**config.mk**
```make
export PLATFORM = sky130hd
export DESIGN_NAME = apb_uart_tx_slave
export DESIGN_NICKNAME = d
export VERILOG_FILES = /design/src/rtl/apb_uart_pkg.sv /design/src/rtl/sync_fifo.sv /design/src/rtl/apb_uart_tx_slave.sv
export SDC_FILE = /design/constraint.sdc
export NUM_CORES = 1
export LEC_CHECK = 0
export CORE_MARGIN = 5
export CORE_UTILIZATION = 54
export DETAILED_ROUTE_END_ITERATION = 6
export PLACE_DENSITY = 0.84
export SLEW_MARGIN = 20
export SYNTH_ARGS = -nofsm -noshare
export SYNTH_HDL_FRONTEND = slang
export SYNTH_SLANG_ARGS = --single-unit
```
**constraint.sdc**
```tcl
create_clock -name pclk -period 5.4 [get_ports pclk]
set_clock_uncertainty 0.1 [all_clocks]
set_input_delay 0.81 -clock pclk [delete_from_list [all_inputs] [get_ports pclk]]
set_output_delay 0.81 -clock pclk [all_outputs]
set_load 0.05 [all_outputs]
```
**src/rtl/apb_uart_pkg.sv**
```systemverilog
// Shared constants for the APB UART transmitter: register offsets, STATUS layout
// and serialiser state encoding.
package apb_uart_pkg;

    localparam logic [3:0] TXDATA_OFS  = 4'h0;
    localparam logic [3:0] STATUS_OFS  = 4'h4;
    localparam logic [3:0] BAUDDIV_OFS = 4'h8;
    localparam logic [3:0] CTRL_OFS    = 4'hC;

    localparam int unsigned STAT_FULL_BIT  = 0;
    localparam int unsigned STAT_EMPTY_BIT = 1;
    localparam int unsigned STAT_BUSY_BIT  = 2;
    localparam int unsigned STAT_LEVEL_LSB = 8;
    localparam int unsigned STAT_LEVEL_W   = 7;

    typedef enum logic [1:0] {
        ST_IDLE  = 2'd0,
        ST_START = 2'd1,
        ST_DATA  = 2'd2,
        ST_STOP  = 2'd3
    } tx_state_t;

endpackage

```
**src/rtl/sync_fifo.sv**
```systemverilog
// Single-clock FIFO with show-ahead output; pushes while full and pops while
// empty are ignored.
module sync_fifo #(
    parameter int unsigned WIDTH = 8,
    parameter int unsigned DEPTH = 8
) (
    input  logic                     clk,
    input  logic                     rst,
    input  logic                     push,
    input  logic                     pop,
    input  logic [WIDTH-1:0]         din,
    output logic [WIDTH-1:0]         dout,
    output logic                     full,
    output logic                     empty,
    output logic [$clog2(DEPTH):0]   level
);
    localparam int unsigned AW = $clog2(DEPTH);
    localparam int unsigned LW = AW + 1;

    logic [WIDTH-1:0] mem [DEPTH];
    logic [AW-1:0]    wr_ptr;
    logic [AW-1:0]    rd_ptr;
    logic             do_push;
    logic             do_pop;

    assign full    = (level == LW'(DEPTH));
    assign empty   = (level == '0);
    assign do_push = push & ~full;
    assign do_pop  = pop & ~empty;
    assign dout    = mem[rd_ptr];

    // Pointers wrap naturally because DEPTH is a power of two.
    always_ff @(posedge clk) begin
        if (rst) begin
            wr_ptr <= '0;
            rd_ptr <= '0;
            level  <= '0;
        end else begin
            if (do_push) wr_ptr <= wr_ptr + AW'(1);
            if (do_pop)  rd_ptr <= rd_ptr + AW'(1);
            if (do_push && !do_pop)      level <= level + LW'(1);
            else if (do_pop && !do_push) level <= level - LW'(1);
        end
    end

    always_ff @(posedge clk) begin
        if (do_push) mem[wr_ptr] <= din;
    end

endmodule

```
**src/rtl/apb_uart_tx_slave.sv**
```systemverilog
// APB completer with a TX FIFO feeding an 8N1 UART serialiser; holds the
// register decode, control registers and the serialiser FSM.
module apb_uart_tx_slave
    import apb_uart_pkg::*;
#(
    parameter int unsigned FIFO_DEPTH   = 8,
    parameter int unsigned BAUD_DIV_RST = 16
) (
    input  logic        pclk,
    input  logic        Reset,
    input  logic        psel,
    input  logic        penable,
    input  logic        pwrite,
    input  logic [31:0] paddr,
    input  logic [31:0] pwdata,
    input  logic [3:0]  pstrb,
    output logic [31:0] prdata,
    output logic        pready,
    output logic        pslverr,
    output logic        tx,
    output logic        tx_busy
);
    localparam int unsigned LW = $clog2(FIFO_DEPTH) + 1;

    logic          access, wr_acc, rd_acc;
    logic [3:0]    reg_ofs;
    logic [15:0]   baud_div, eff_div;
    logic          tx_en;
    logic          fifo_push, fifo_pop, fifo_full, fifo_empty;
    logic [7:0]    fifo_dout;
    logic [LW-1:0] fifo_level;
    logic [31:0]   status_word;

    tx_state_t     state, state_nxt;
    logic [2:0]    bit_idx, bit_idx_nxt;
    logic [15:0]   baud_cnt, baud_cnt_nxt;
    logic [15:0]   bit_div, bit_div_nxt;
    logic [7:0]    shift, shift_nxt;
    logic          tx_nxt, bit_end, pop_ok;

    logic unused_bits;
    assign unused_bits = ^{paddr[31:4], paddr[1:0], pwdata[31:16], pstrb[3:2]};

    // APB outputs are combinational and forced low while Reset is held.
    assign access    = psel & penable & ~Reset;
    assign wr_acc    = access & pwrite;
    assign rd_acc    = access & ~pwrite;
    assign reg_ofs   = {paddr[3:2], 2'b00};
    assign pready    = access;
    assign fifo_push = wr_acc & (reg_ofs == TXDATA_OFS) & pstrb[0];
    assign pslverr   = wr_acc & (((reg_ofs == TXDATA_OFS) & pstrb[0] & fifo_full)
                                 | (reg_ofs == STATUS_OFS));

    always_comb begin
        status_word = '0;
        status_word[STAT_FULL_BIT]  = fifo_full;
        status_word[STAT_EMPTY_BIT] = fifo_empty;
        status_word[STAT_BUSY_BIT]  = tx_busy;
        status_word[STAT_LEVEL_LSB +: STAT_LEVEL_W] = STAT_LEVEL_W'(fifo_level);
    end

    always_comb begin
        prdata = '0;
        if (rd_acc) begin
            case (reg_ofs)
                STATUS_OFS:  prdata = status_word;
                BAUDDIV_OFS: prdata = {16'h0000, baud_div};
                CTRL_OFS:    prdata = {31'h0, tx_en};
                default:     prdata = '0;
            endcase
        end
    end

    always_ff @(posedge pclk) begin
        if (Reset) begin
            baud_div <= 16'(BAUD_DIV_RST);
            tx_en    <= 1'b1;
        end else if (wr_acc) begin
            if (reg_ofs == BAUDDIV_OFS) begin
                if (pstrb[0]) baud_div[7:0]  <= pwdata[7:0];
                if (pstrb[1]) baud_div[15:8] <= pwdata[15:8];
            end
            if (reg_ofs == CTRL_OFS && pstrb[0]) tx_en <= pwdata[0];
        end
    end

    sync_fifo #(
        .WIDTH (8),
        .DEPTH (FIFO_DEPTH)
    ) u_fifo (
        .clk   (pclk),
        .rst   (Reset),
        .push  (fifo_push),
        .pop   (fifo_pop),
        .din   (pwdata[7:0]),
        .dout  (fifo_dout),
        .full  (fifo_full),
        .empty (fifo_empty),
        .level (fifo_level)
    );

    // A divisor of zero is treated as one; the divisor is latched per bit.
    assign eff_div = (baud_div == 16'd0) ? 16'd1 : baud_div;
    assign bit_end = (baud_cnt == bit_div - 16'd1);
    assign pop_ok  = tx_en & ~fifo_empty;

    always_comb begin
        state_nxt    = state;
        bit_idx_nxt  = bit_idx;
        baud_cnt_nxt = baud_cnt + 16'd1;
        bit_div_nxt  = bit_div;
        shift_nxt    = shift;
        fifo_pop     = 1'b0;
        tx_nxt       = 1'b1;
        case (state)
            ST_IDLE: begin
                baud_cnt_nxt = '0;
                if (pop_ok) begin
                    fifo_pop    = 1'b1;
                    shift_nxt   = fifo_dout;
                    state_nxt   = ST_START;
                    bit_idx_nxt = '0;
                    bit_div_nxt = eff_div;
                end
            end
            ST_START: begin
                if (bit_end) begin
                    state_nxt    = ST_DATA;
                    baud_cnt_nxt = '0;
                    bit_idx_nxt  = '0;
                    bit_div_nxt  = eff_div;
                end
            end
            ST_DATA: begin
                if (bit_end) begin
                    baud_cnt_nxt = '0;
                    bit_div_nxt  = eff_div;
                    if (bit_idx == 3'd7) state_nxt = ST_STOP;
                    else                 bit_idx_nxt = bit_idx + 3'd1;
                end
            end
            ST_STOP: begin
                if (bit_end) begin
                    baud_cnt_nxt = '0;
                    if (pop_ok) begin
                        fifo_pop    = 1'b1;
                        shift_nxt   = fifo_dout;
                        state_nxt   = ST_START;
                        bit_idx_nxt = '0;
                        bit_div_nxt = eff_div;
                    end else begin
                        state_nxt = ST_IDLE;
                    end
                end
            end
            default: state_nxt = ST_IDLE;
        endcase
        case (state_nxt)
            ST_START: tx_nxt = 1'b0;
            ST_DATA:  tx_nxt = shift_nxt[bit_idx_nxt];
            default:  tx_nxt = 1'b1;
        endcase
    end

    always_ff @(posedge pclk) begin
        if (Reset) begin
            state    <= ST_IDLE;
            bit_idx  <= '0;
            baud_cnt <= '0;
            bit_div  <= 16'd1;
            shift    <= '0;
            tx       <= 1'b1;
            tx_busy  <= 1'b0;
        end else begin
            state    <= state_nxt;
            bit_idx  <= bit_idx_nxt;
            baud_cnt <= baud_cnt_nxt;
            bit_div  <= bit_div_nxt;
            shift    <= shift_nxt;
            tx       <= tx_nxt;
            tx_busy  <= (state_nxt != ST_IDLE);
        end
    end

endmodule

```
**After elaboration in Yosys (flattened, before gate mapping)**

Memories as Yosys holds them, arrays and structs flattened. A register that Yosys moved wholly into a read port is not among the register bits.
Index checks and enable logic that the tools add are counted.

- Eq/ne operators: 13
- Reduce and logical (&&, ||, !) cells: 17
- Add/subtract/negate cells: 7
- Magnitude comparators: 1
- Multiplexer cells: 37
- Bitwise gates (word level): 17

Operators with widths:

| cell | count |
|---|---|
| 16-bit two-way mux | 6 |
| 16-bit one-hot mux with 3 select lines | 2 |
| 16-bit one-hot mux with 2 select lines | 1 |
| 3-bit two-way mux | 7 |
| 16-bit by 1-bit adder with 16-bit output, second input constant | 1 |
| 16-bit equality test | 1 |
| 16-bit logical NOT | 1 |
| 8-bit two-way mux | 2 |
| 8-bit one-hot mux with 2 select lines | 1 |
| 16-bit by 1-bit subtractor with 16-bit output, second input constant | 1 |
| 1-bit bitwise AND | 12 |
| 3-bit one-hot mux with 4 select lines | 1 |
| 2-bit equality test, second input constant | 5 |
| 2-bit two-way mux | 5 |
| 3-bit by 1-bit adder with 3-bit output, second input constant | 3 |
| 4-bit logical NOT | 2 |
| 4-bit two-way mux | 2 |
| 2-bit one-hot mux with 4 select lines | 1 |
| 2-bit by 1-bit equality test with 1-bit output, second input constant | 3 |
| 1-bit two-way mux | 6 |
| 3-bit AND reduction | 2 |
| 4-bit by 1-bit adder with 4-bit output, second input constant | 1 |
| 4-bit equality test, second input constant | 1 |
| 3-bit by 4-bit < comparator with 1-bit output, second input constant | 1 |
| 15 further kinds | 24 |

- Memories kept: 1
- Bits of input ports: 73
- Output and inout bits: 36
- Register bits: 74
- Logic and storage cells: 106
- Memory bits (writable): 64

Memory list:

| memory | words | bits a word | read ports | clocked after Yosys merged registers in | wr ports | RTL line | RTL |
|---|---|---|---|---|---|---|---|
| u_fifo.mem | 8 | 8 | 1 | 1 | 1 | sync_fifo.sv:20 | `logic [WIDTH-1:0] mem [DEPTH];` |

**Logic depth before layout (Yosys ltp)**

- Depth in word-level cells: 10
- Mapped depth: 19
- Depth with buffers taken out: 18

**Cells and area by module**

From an unflattened synthesis, not the netlist that was laid out.

- Cells, all modules: 606
- Area total of the unflattened synthesis: 6849.1 µm²

Modules (own cells, without submodules):

| module | cells an instance | instances | area each (µm²) | seq. area each (µm²) |
|---|---|---|---|---|
| apb_uart_tx_slave | 440 | 1 | 3781.1 | 1281.2 |
| sync_fifo | 166 | 1 | 3067.9 | 2182.1 |

**Worst setup path after synthesis**

OpenSTA, ideal clock, no wires.

- Path type: reg-to-reg
- Start point: register bit_div[0]
- End point: register u_fifo.level[3]
- Cell stages (with the launch flop): 20
- Path buffers: 1
- Arrival time: 4.287 ns
- Setup slack: 0.942 ns
- Setup time: 0.071 ns
- Data required time: 5.229 ns
- Path through: dfxtp_1 -> inv_1 -> ha_1 -> or4b_4 -> or3_4 -> a2111oi_4 -> o2111ai_2 -> nor4_4 -> a21o_1 -> and2_1 -> buf_2 -> inv_2 -> ha_1 -> inv_1 -> ha_1 -> a21o_1 -> a21oi_1 -> xnor2_1 -> or3_1 -> a21oi_1

- Cells in the longest elaborated chain, start to end: 8
- Elaborated cells between the ends (all ways): 10

RTL lines:

| item | RTL line | RTL |
|---|---|---|
| start, declared | apb_uart_tx_slave.sv:37 | `logic [15:0] bit_div, bit_div_nxt;` |
| start signal, assigned | apb_uart_tx_slave.sv:178 | `bit_div <= bit_div_nxt;` |
| 16-bit by 1-bit subtractor with 16-bit output (*) | apb_uart_tx_slave.sv:104 | `assign bit_end = (baud_cnt == bit_div - 16'd1);` |
| 16-bit equality test (*) | apb_uart_tx_slave.sv:104 |  |
| 1-bit two-way mux (*) | apb_uart_tx_slave.sv:143 | `if (bit_end) begin` |
| 1-bit one-hot mux with 2 select lines (*) | apb_uart_tx_slave.sv:115 | `case (state)` |
| 1-bit bitwise AND (*) | sync_fifo.sv:29 | `assign do_pop = pop & ~empty;` |
| 1-bit logical NOT | sync_fifo.sv:41 | `if (do_push && !do_pop) level <= level + LW'(1);` |
| 1-bit logical AND | sync_fifo.sv:41 |  |
| 4-bit two-way mux or 2-bit nonzero test (tied branches) | -- |  |
| end signal, assigned | sync_fifo.sv:41 |  |
| end signal, assigned | sync_fifo.sv:42 | `else if (do_pop && !do_push) level <= level - LW'(1);` |
| end, declared | sync_fifo.sv:15 | `output logic [$clog2(DEPTH):0] level` |

Mark *: on every way between the ends. The rest lies on a longest branch, timed or not.
A chain may end at the register's enable or synchronous reset.

**Worst setup path after layout**

Same ends and word-level chain as after synthesis.

==> flow_summary.yaml <==
status:
  status: "finished, final reports clean"
yosys:
  yosysTopAreaCellShare: 0.2820
  synth_area_leaders: "edfxtp_1 (28%), dfxtp_1 (23%), mux2i_1 (6.2%)"
  synth.area.mux_share: 0.1179
  yosysUniqueCellTypes: 74
  yosysSeqAreaShare: 0.5082
  synth_warnings: 0
  synth_common_cells: "nor2_1 (101), dfxtp_1 (77), edfxtp_1 (64)"
  synth_compound_area_frac: 0.09547
  netlist_instances: 611
  synth_top_family_by_area: "simple AND/OR/NAND/NOR gates"
  async_reset_ff_frac: 0
  syn_area_um2: 6815
  synth_edf_count: 64
  yosysMostFrequentCell: "nor2_1"
  avgSynthCellArea_um2: 11.15
  ys.flop_type: "dfxtp_1"
  yosys_register_bits: 141
  synthAdderAreaFrac: 0.02497
  yosysTopAreaCell: "edfxtp_1"
  synth_xor_xnor_area_share: 0.04498
  synth-simple-area-share: 0.1638
final_layout:
  area_delta_synth_final_pct: 15.97
  fillers: 957
  fin_area_um2: 7904
  drive_above_1_share: 0.1120
  multi_input_area_um2: 3107
  final_nets: 734
  regArea_um2: 3465
  n_antenna_cell: 0
hold_path:
  whs_endpoint: "shift[6]"
  hold_start: "shift[6]"
  min_path_type: "register to register"
  min_path_cells: 2
detailed_routing:
  drc: 0
  drtIter0Drc: 326
  top_layer_used: "met4"
  antenna_left: 0
  via_count: 4813
  firstDrtPassIters: 5
  wl_met2_um: 7128
  totalWireLength_um: 14530
  viasPerCell: 5.778
  wl_per_cell_um: 17.44
  wl_met3_um: 726
  drt-met1-wl_um: 6293
placed_design:
  place_area_um2: 7311
  gp_congestion: 0.8382
  hpwl_um: 10270
  portBuffers: 44
floorplanning:
  die-area_um2: 14970
  die_w_um: 122.3
  placementRows: 41
  die_y_um: 122.3
  core_um2: 12520
  ios: 109
  initial_core_util: 0.5445
clock_network:
  hold_buffers: 0
  cts_setup_buffers: 0
  insertion_delay_ns: 0.42
  cts_root_buf: "clkbuf_16"
  cts_buffer_depth: 2
  htreeDepth: 4
  numCtsBuffers: 17
  cts_tree: "done"
  cts_resized: 0
  cts.sinks: 141
  clk_pin_slew_ns: 0.06
critical_path:
  rrSetupSlack_ns: 0.46
  r2r-end: "u_fifo.level[3]"
  r2r_start: "bit_div[0]"
  critical_path_class: "register to register"
  cp.required_ns: 5.65
  max_stage_delay_ns: 0.53
  path_max_fanout: 8
  crit_top_cell: "ha_1"
  cp-start-kind: "register"
  worstPathArrival_ns: 5.18
  reg2reg_depth: 18
  cp-end-kind: "register"
  crit_chain: "inv_1 -> ha_1 -> or4b_4 -> or3_4 -> a2111oi_4 -> o2111ai_2 -> nor4_4 -> a21o_1 -> and2_1 -> inv_2 -> ha_1 -> inv_1 -> ha_1 -> a21o_1 -> a21oi_1 -> xnor2_1 -> or3_1 -> a21oi_1"
  cp_slowest_cell: "or4b_4"
timing:
  fmax_mhz: 202.6
  hold_viol_final: 0
  setup_violations: 0
  worstMarginPinSlew_ns: 0.9069
  final.min_clock_period_ns: 4.937
  rsz0062_at_grt: "no"
  min_period_over_period: 0.9142
  slew_headroom: 0.3932
  drv_slew: 0
  fin_tns_setup_ns: 0
power_and_ir_drop:
  ir_drop_v: 0.0002918
  power_density_nw_per_um2: 452.2
  power.leakage_uw: 0.002840
  finalPower_uw: 3574
global_routing:
  overflow: 0
  grt_first_pass_wirelength_um: 23530
  antenna_found_initial: 0
  grt_max_degree: 63
  grtUsageTotal: 0.2028
  grt_pass1_vias: 4749
run:
  max_cap_viol_count: 0
-- area by class of cell --
type	instances	area share
multi-input cells	427	0.3931
repair buffers	51	0.06174
flip-flops and latches	141	0.4383
well taps	172	0.02723
clock buffers	20	0.05778
inverters	10	0.004749
clock inverters	12	0.01710
-- cell families after synthesis --
| kind of cell | count (synthesis) |
|---|---|
| and+or+nand+nor | 223 |
| DFF | 141 |
| AOI/OAI and AO/OA | 80 |
| muxes | 60 |
| buffers and inverters | 58 |
| xor gates and xnor gates | 35 |
| adders and majority gates | 13 |
| other | 1 |
-- per-layer routing --
metal  track usage  vias to the layer above
met3       0.04654                       38
li1              -                     2275
met5             0                        -
met1        0.2650                     2363
met4       0.08887                        0
met2        0.3246                      137
-- placed cells by master (no fill, tap or decap), types with 3 or more instances in the layout --
master / n
a211o_1: 4
a21o_1: 3
a21oi_1: 15
a22oi_1: 10
a41oi_1: 3
and2_1: 11
and3_1: 9
buf_4: 7
clkbuf_16: 17
clkdlybuf4s50_1: 43
clkinvlp_4: 3
conb_1: 16
dfxtp_1: 76
edfxtp_1: 64
ha_1: 12
inv_1: 8
inv_6: 3
mux2i_1: 42
mux4_2: 16
nand2_1: 22
nand2b_1: 8
nand3_1: 11
nand4_1: 4
nor2_1: 101
nor2b_1: 12
nor3_1: 11
nor4_1: 10
nor4b_1: 3
o21ai_0: 6
o2bb2ai_1: 5
o41ai_1: 5
or3_1: 5
xnor2_1: 19
xor2_1: 16
-- worst max-delay path, delay by kind of cell, from the launching register on --
family	cells	cell delay (ns)
xor+xnor	1	0.09
buf+inv	3	0.38
compound gates	6	1.31
fa+ha+maj	3	0.75
flops	1	0.36
simple gates	5	1.85
-- worst max path at each step --
stage	from	endpoint	cells after the start
3_5_place_dp	bit_div[0]	u_fifo.level[3]	18
5_1_grt	bit_div[0]	u_fifo.level[3]	18
6_report	bit_div[0]	u_fifo.level[3]	18
3_3_place_gp	bit_div[0]	u_fifo.level[3]	18
2_1_floorplan	bit_div[0]	u_fifo.level[3]	19
4_1_cts	bit_div[0]	u_fifo.level[3]	18
-- sequential cells by signal, indices dropped and copies added (netlist names), 2 cells and up, named ones only --
signal,flops
bit_div,16
baud_div,16
u_fifo.level,4
u_fifo.rd_ptr,3
bit_idx,3
shift,8
u_fifo.wr_ptr,3
u_fifo.mem,64
state,2
baud_cnt,16
-- metrics by stage --
step	setup slack, ns	util	instances	hold WS [ns]
6_report	0.4632	0.6314	833	0.4154
5_1_grt	0.2410	0.6314	833	0.4395
4_1_cts	0.4963	0.6313	833	0.4131
3_5_place_dp	0.5265	0.5841	801	0.3993
3_3_place_gp	0.6723	0.5841	801	0.3691
2_1_floorplan	0.9423	-	626	0.3525
-- where the power goes --
group          switching, µW  internal [µW]  total [µW]
Sequential              96.2           1190        1280
Combinational            649            488        1140
Clock                    448            707        1150
Total                   1190           2380        3570
No activity file was read; power rests on OpenSTA's default activity.
